**src/rtl/pipeline_hazard_ctrl.sv**
```systemverilog
// Hazard control for a 5-stage in-order pipeline: forwarding select, load-use stall,
// redirect flush, and a multi-cycle M-extension stall FSM. Optional counters: PIPELINE_HAZARD_CTRL_PERF_EN.
module pipeline_hazard_ctrl #(
  parameter int REG_AW     = 5,
  parameter int MULDIV_LAT = 4,
  parameter int CNT_W      = 32
) (
  input  logic              clk,
  input  logic              rst,
  input  logic [REG_AW-1:0] RS1_D,
  input  logic [REG_AW-1:0] RS2_D,
  input  logic [REG_AW-1:0] RS1_E,
  input  logic [REG_AW-1:0] RS2_E,
  input  logic [REG_AW-1:0] RD_E,
  input  logic              RegWriteE,
  input  logic              LoadE,
  input  logic              MulDivE,
  input  logic              PCSrcE,
  input  logic [REG_AW-1:0] RD_M,
  input  logic [REG_AW-1:0] RD_W,
  input  logic              RegWriteM,
  input  logic              RegWriteW,
  output logic              StallF,
  output logic              StallD,
  output logic              StallE,
  output logic              FlushD,
  output logic              FlushE,
  output logic              FlushM,
  output logic [1:0]        ForwardAE,
  output logic [1:0]        ForwardBE,
  output logic              MulDivBusy
`ifdef PIPELINE_HAZARD_CTRL_PERF_EN
  ,
  output logic [CNT_W-1:0]  PerfCycles,
  output logic [CNT_W-1:0]  PerfStalls,
  output logic [CNT_W-1:0]  PerfFlushes
`endif
);

  typedef enum logic {
    IDLE = 1'b0,
    BUSY = 1'b1
  } state_t;

  // Out-of-range configurations disable the multi-cycle stall path entirely.
  localparam bit CFG_OK = (MULDIV_LAT >= 1) && (MULDIV_LAT <= 16) && (CNT_W >= 1);
  localparam bit MULTI_CYCLE = CFG_OK && (MULDIV_LAT > 1);
  localparam int CNT_INIT_I = (MULDIV_LAT > 1) ? (MULDIV_LAT - 2) : 0;
  localparam logic [3:0] CNT_INIT = 4'(CNT_INIT_I);
  localparam logic [REG_AW-1:0] X0 = '0;

  state_t      state;
  state_t      state_next;
  logic [3:0]  cnt;
  logic [3:0]  cnt_next;
  logic        muldiv_stall;
  logic        load_use;
  logic [1:0]  fwd_a;
  logic [1:0]  fwd_b;

  always_ff @(posedge clk or negedge rst) begin
    if (!rst) begin
      state <= IDLE;
      cnt   <= 4'd0;
    end else begin
      state <= state_next;
      cnt   <= cnt_next;
    end
  end

  // The first cycle of an M op stalls from IDLE; BUSY then counts down the rest,
  // and its final cycle (cnt==0) lets the op leave Execute.
  always_comb begin
    state_next   = state;
    cnt_next     = cnt;
    muldiv_stall = 1'b0;
    unique case (state)
      IDLE: begin
        if (MulDivE && MULTI_CYCLE) begin
          muldiv_stall = 1'b1;
          state_next   = BUSY;
          cnt_next     = CNT_INIT;
        end
      end
      BUSY: begin
        if (cnt != 4'd0) begin
          muldiv_stall = 1'b1;
          cnt_next     = cnt - 4'd1;
        end else begin
          state_next = IDLE;
        end
      end
      default: begin
        state_next = IDLE;
        cnt_next   = 4'd0;
      end
    endcase
  end

  always_comb begin
    fwd_a = 2'b00;
    fwd_b = 2'b00;
    if (RegWriteM && (RD_M != X0) && (RD_M == RS1_E))
      fwd_a = 2'b10;
    else if (RegWriteW && (RD_W != X0) && (RD_W == RS1_E))
      fwd_a = 2'b01;
    if (RegWriteM && (RD_M != X0) && (RD_M == RS2_E))
      fwd_b = 2'b10;
    else if (RegWriteW && (RD_W != X0) && (RD_W == RS2_E))
      fwd_b = 2'b01;
  end

  assign load_use = LoadE && RegWriteE && (RD_E != X0) &&
                    ((RD_E == RS1_D) || (RD_E == RS2_D));

  // Only the highest-priority event drives the pipeline controls in a given cycle.
  always_comb begin
    StallF     = 1'b0;
    StallD     = 1'b0;
    StallE     = 1'b0;
    FlushD     = 1'b0;
    FlushE     = 1'b0;
    FlushM     = 1'b0;
    ForwardAE  = 2'b00;
    ForwardBE  = 2'b00;
    MulDivBusy = 1'b0;
    if (rst) begin
      ForwardAE  = fwd_a;
      ForwardBE  = fwd_b;
      MulDivBusy = (state == BUSY);
      if (muldiv_stall) begin
        StallF = 1'b1;
        StallD = 1'b1;
        StallE = 1'b1;
        FlushM = 1'b1;
      end else if (PCSrcE) begin
        FlushD = 1'b1;
        FlushE = 1'b1;
      end else if (load_use) begin
        StallF = 1'b1;
        StallD = 1'b1;
        FlushE = 1'b1;
      end
    end
  end

`ifdef PIPELINE_HAZARD_CTRL_PERF_EN
  always_ff @(posedge clk or negedge rst) begin
    if (!rst) begin
      PerfCycles  <= '0;
      PerfStalls  <= '0;
      PerfFlushes <= '0;
    end else begin
      PerfCycles <= PerfCycles + CNT_W'(1);
      if (StallF)
        PerfStalls <= PerfStalls + CNT_W'(1);
      if (FlushD)
        PerfFlushes <= PerfFlushes + CNT_W'(1);
    end
  end
`endif

endmodule

```
**config.mk**
```make
export PLATFORM = sky130hd
export DESIGN_NAME = pipeline_hazard_ctrl
export DESIGN_NICKNAME = d
export VERILOG_FILES = /design/src/rtl/pipeline_hazard_ctrl.sv
export SDC_FILE = /design/constraint.sdc
export NUM_CORES = 1
export LEC_CHECK = 0
export BUFFER_PORTS_ARGS = -buffer_cell sky130_fd_sc_hd__buf_2
export CORE_ASPECT_RATIO = 1.1
export CORE_MARGIN = 10
export CORE_UTILIZATION = 33
export DETAILED_ROUTE_END_ITERATION = 6
export PLACE_DENSITY = 0.77
export RECOVER_POWER = 100
export SYNTH_ARGS = -nofsm -noshare
export SYNTH_HDL_FRONTEND = slang
export SYNTH_SLANG_ARGS = --single-unit
```
**constraint.sdc**
```tcl
create_clock -name clk -period 5.4 [get_ports clk]
set_clock_uncertainty 0.2 [all_clocks]
set_input_delay 1.08 -clock clk [delete_from_list [all_inputs] [get_ports clk]]
set_output_delay 1.08 -clock clk [all_outputs]
set_load 0.01 [all_outputs]
```
==> key figures <==
Outcome
  – Outcome: finished clean

Die
  – Die ar.: ~4400 um2
  – Initial core utilization: 34.9%
  – Ports: 54
  – Rows: 17
  – Die Wd: 64.1 um
  – Die Y: 68.5 um
  – Core Region: around 2000 um2

Logic synthesis
  – Syn_area_per_cell: 8.39 um2
  – Synth area leader: xor2_1
  – Area of the mapped netlist: between 700 and 800 um2
  – Post-synth top area share: 27.4%
  – Cells after Synth: between 80 and 90
  – Post-synthesis sequential area ratio: 17.8%
  – Yosys reg bits: 5
  – Synth Warn #: 0
  – Syn nets: 128
  – Area contributors post-synth: xor2_1 27%, dfrtp_1 18%, xnor2_1 11%
  – Unique cell type count in the Yosys netlist: 27

Route
  – Post-DR vias/cell: 4.80
  – DRC viols: 0
  – Final Routed Wirelength: 2270 um
  – Post-route ant nets: 0
  – Via count: 801
  – Initial DRC count: 11
  – First-pass iteration count of the detailed router: 4
  – Per-cell routed wire length: approximately 14 um

Final layout
  – Cell Count, Final, Fillers Out: 167
  – Filler cells: 215
  – Number of diodes: 0
  – Commonest non-fill, non-tap cell in the layout: buf_2
  – Commonest cells after routing, fill and taps aside: 43 x buf_2, 22 x xor2_1, 11 x clkbuf_1, 9 x xnor2_1, 6 x inv_1
  – Share of cells above drive strength 1: 36.0%
  – Layout Nets: 184
  – Area grow syn2layout: 41.9%

STA
  – # setup viols final: 0
  – Final min period: 3850 ps
  – Crit share post-route: between 70% and 80%
  – Normalized max-slew margin: 61.7%
  – Final hold vios: 0
  – Max frequency: 260 MHz
  – Unrepaired setup endpoints after global routing: false
  – Worst Tran Pin Value: 558 ps
  – Final worst slack: roughly 1600 ps
  – Final slew viol count: 0
  – Final TNS setup: 0 ps

Placed design
  – Port buffer count: 53
  – Pre-CTS setup slack: 1720 ps
  – Placed cells: 163
  – Routability Congestion: approximately 0.85
  – DPL Wire Length: roughly 2100 um

Worst setup path
  – Critical Path AT: roughly 2600 ps
  – RR Endpoint: cnt[0]
  – Worst Setup EP: ForwardAE[0]
  – Startpoint types: input pin
  – Worst reg2reg setup slack: 3660 ps
  – Worst reg2reg path startpoint: cnt[0]
  – Critical path origin: rst
  – Critical path endpoint category: output pin
  – CP Max Fanout: 12
  – Required @ worst endpoint: 4120 ps
  – WS Path Type: in -> out
  – R2R cell count: 5

Clocking
  – Clk Tree Root Cell: clkbuf_4
  – Worst-path clk slew: 40 ps
  – Clk sinks: 5
  – CTS H-Tree Depth: 1
  – Worst-Skew Late Latency: approximately 230 ps
  – Setup Fix Bufs, Post-CTS: 0
  – Maximum root-to-sink buffer count: 2
  – Resized Gates After CTS: 0
  – Total CTS buffers: 3
  – TritonCTS clock tree: built
  – CTS Hold Bufs: 0

GRT
  – Initial antenna violation count: 0
  – Gr usage total: about a tenth
  – Vias in the first global route: 933
  – Total grt overflow: 0
  – Pin count of the biggest net entering global routing: 13
  – First-pass GRT wire length: around 3800 um

Job
  – Max-cap viol count: 0

Pwr
  – Pwr Density: 248 nW/um2
  – Leakage: 0.000476 uW
  – Peak VDD IR: between 0.0001 and 0.00015 V

Hold path
  – Min-Delay Path Class: reg -> reg
sequential cells by signal, summed over array words and instances, names as in the netlist:
name and cells:
cnt 4, state 1
worst min-delay path by stage:
stage | slack (ps) | from | cells past startpoint | to
floorplan | 270 | cnt[0] | 1 | cnt[0]
global placement | 290 | cnt[0] | 1 | cnt[0]
detailed placement | 300 | cnt[0] | 1 | cnt[0]
CTS | 310 | cnt[0] | 1 | cnt[0]
global route | 360 | cnt[2] | 1 | cnt[2]
finish | 310 | cnt[0] | 1 | cnt[0]
through the flow:
step	util [%]	hold slack, ps	area (um2)	total power (uW)
2_1_floorplan	-	273	704	165
3_3_place_gp	49.0	286	990	207
3_5_place_dp	49.0	300	990	214
4_1_cts	50.3	314	1020	257
5_1_grt	49.5	355	1000	282
6_report	49.5	309	1000	248
critical path, cell delays in order:
cell	delay, ps
clkbuf_1	390
o211ai_1	190
or4_1	580
nor4_2	140
clkbuf_1	180
routing by layer:
metal,share of wire [%],track usage (%),wire length (um),vias to the layer above
met5,0,0,0,-
met4,0,3.28,0,0
met3,7.3,4.08,166,0
met2,56,21.9,1260,29
met1,37,9.22,842,371
li1,-,-,-,401
logic make-up (layout without fill, tap and decap cells):
kind of cell,after synthesis,count (layout),share of synthesized area (%)
xor+xnor,31,31,38.5
simple gates,27,27,22.9
mux,2,2,2.84
buf+inv,8,63,5.33
compound gates,10,10,10.8
flops,5,5,17.8
fa+ha+maj,1,1,1.78
cell usage after synthesis:
master / instances
xor2_1: 22
a22oi_1: 1
and2_2: 1
xnor2_1: 9
buf_4: 2
nand2_1: 3
o21ai_2: 1
and2_1: 2
or4_4: 1
o22ai_1: 2
nor4_2: 1
nand2b_1: 1
or2_2: 1
or4_1: 3
nor2_1: 3
o22a_1: 1
nor4_1: 2
nor3_1: 5
nand3_1: 3
o31ai_1: 2
o2111ai_1: 1
inv_1: 6
ha_1: 1
nor3b_1: 1
mux2i_1: 2
dfrtp_1: 5
o211ai_1: 2
power by group:
group / switching, uW / internal (uW)
Clock: 12.8 / 27.8
Sequential: 14.8 / 55.0
Combinational: 72.0 / 65.8
cell type report:
| class | count | area (um2) | area share (%) |
|---|---|---|---|
| clock buffer | 4 | 26.3 | 2.63 |
| timing repair buffer | 53 | 253 | 25.3 |
| tap | 28 | 35.0 | 3.50 |
| inverter | 6 | 22.5 | 2.25 |
| multi-input combinational | 71 | 538 | 53.8 |
| sequential | 5 | 125 | 12.5 |
No activity file was read; power rests on OpenSTA's default activity.
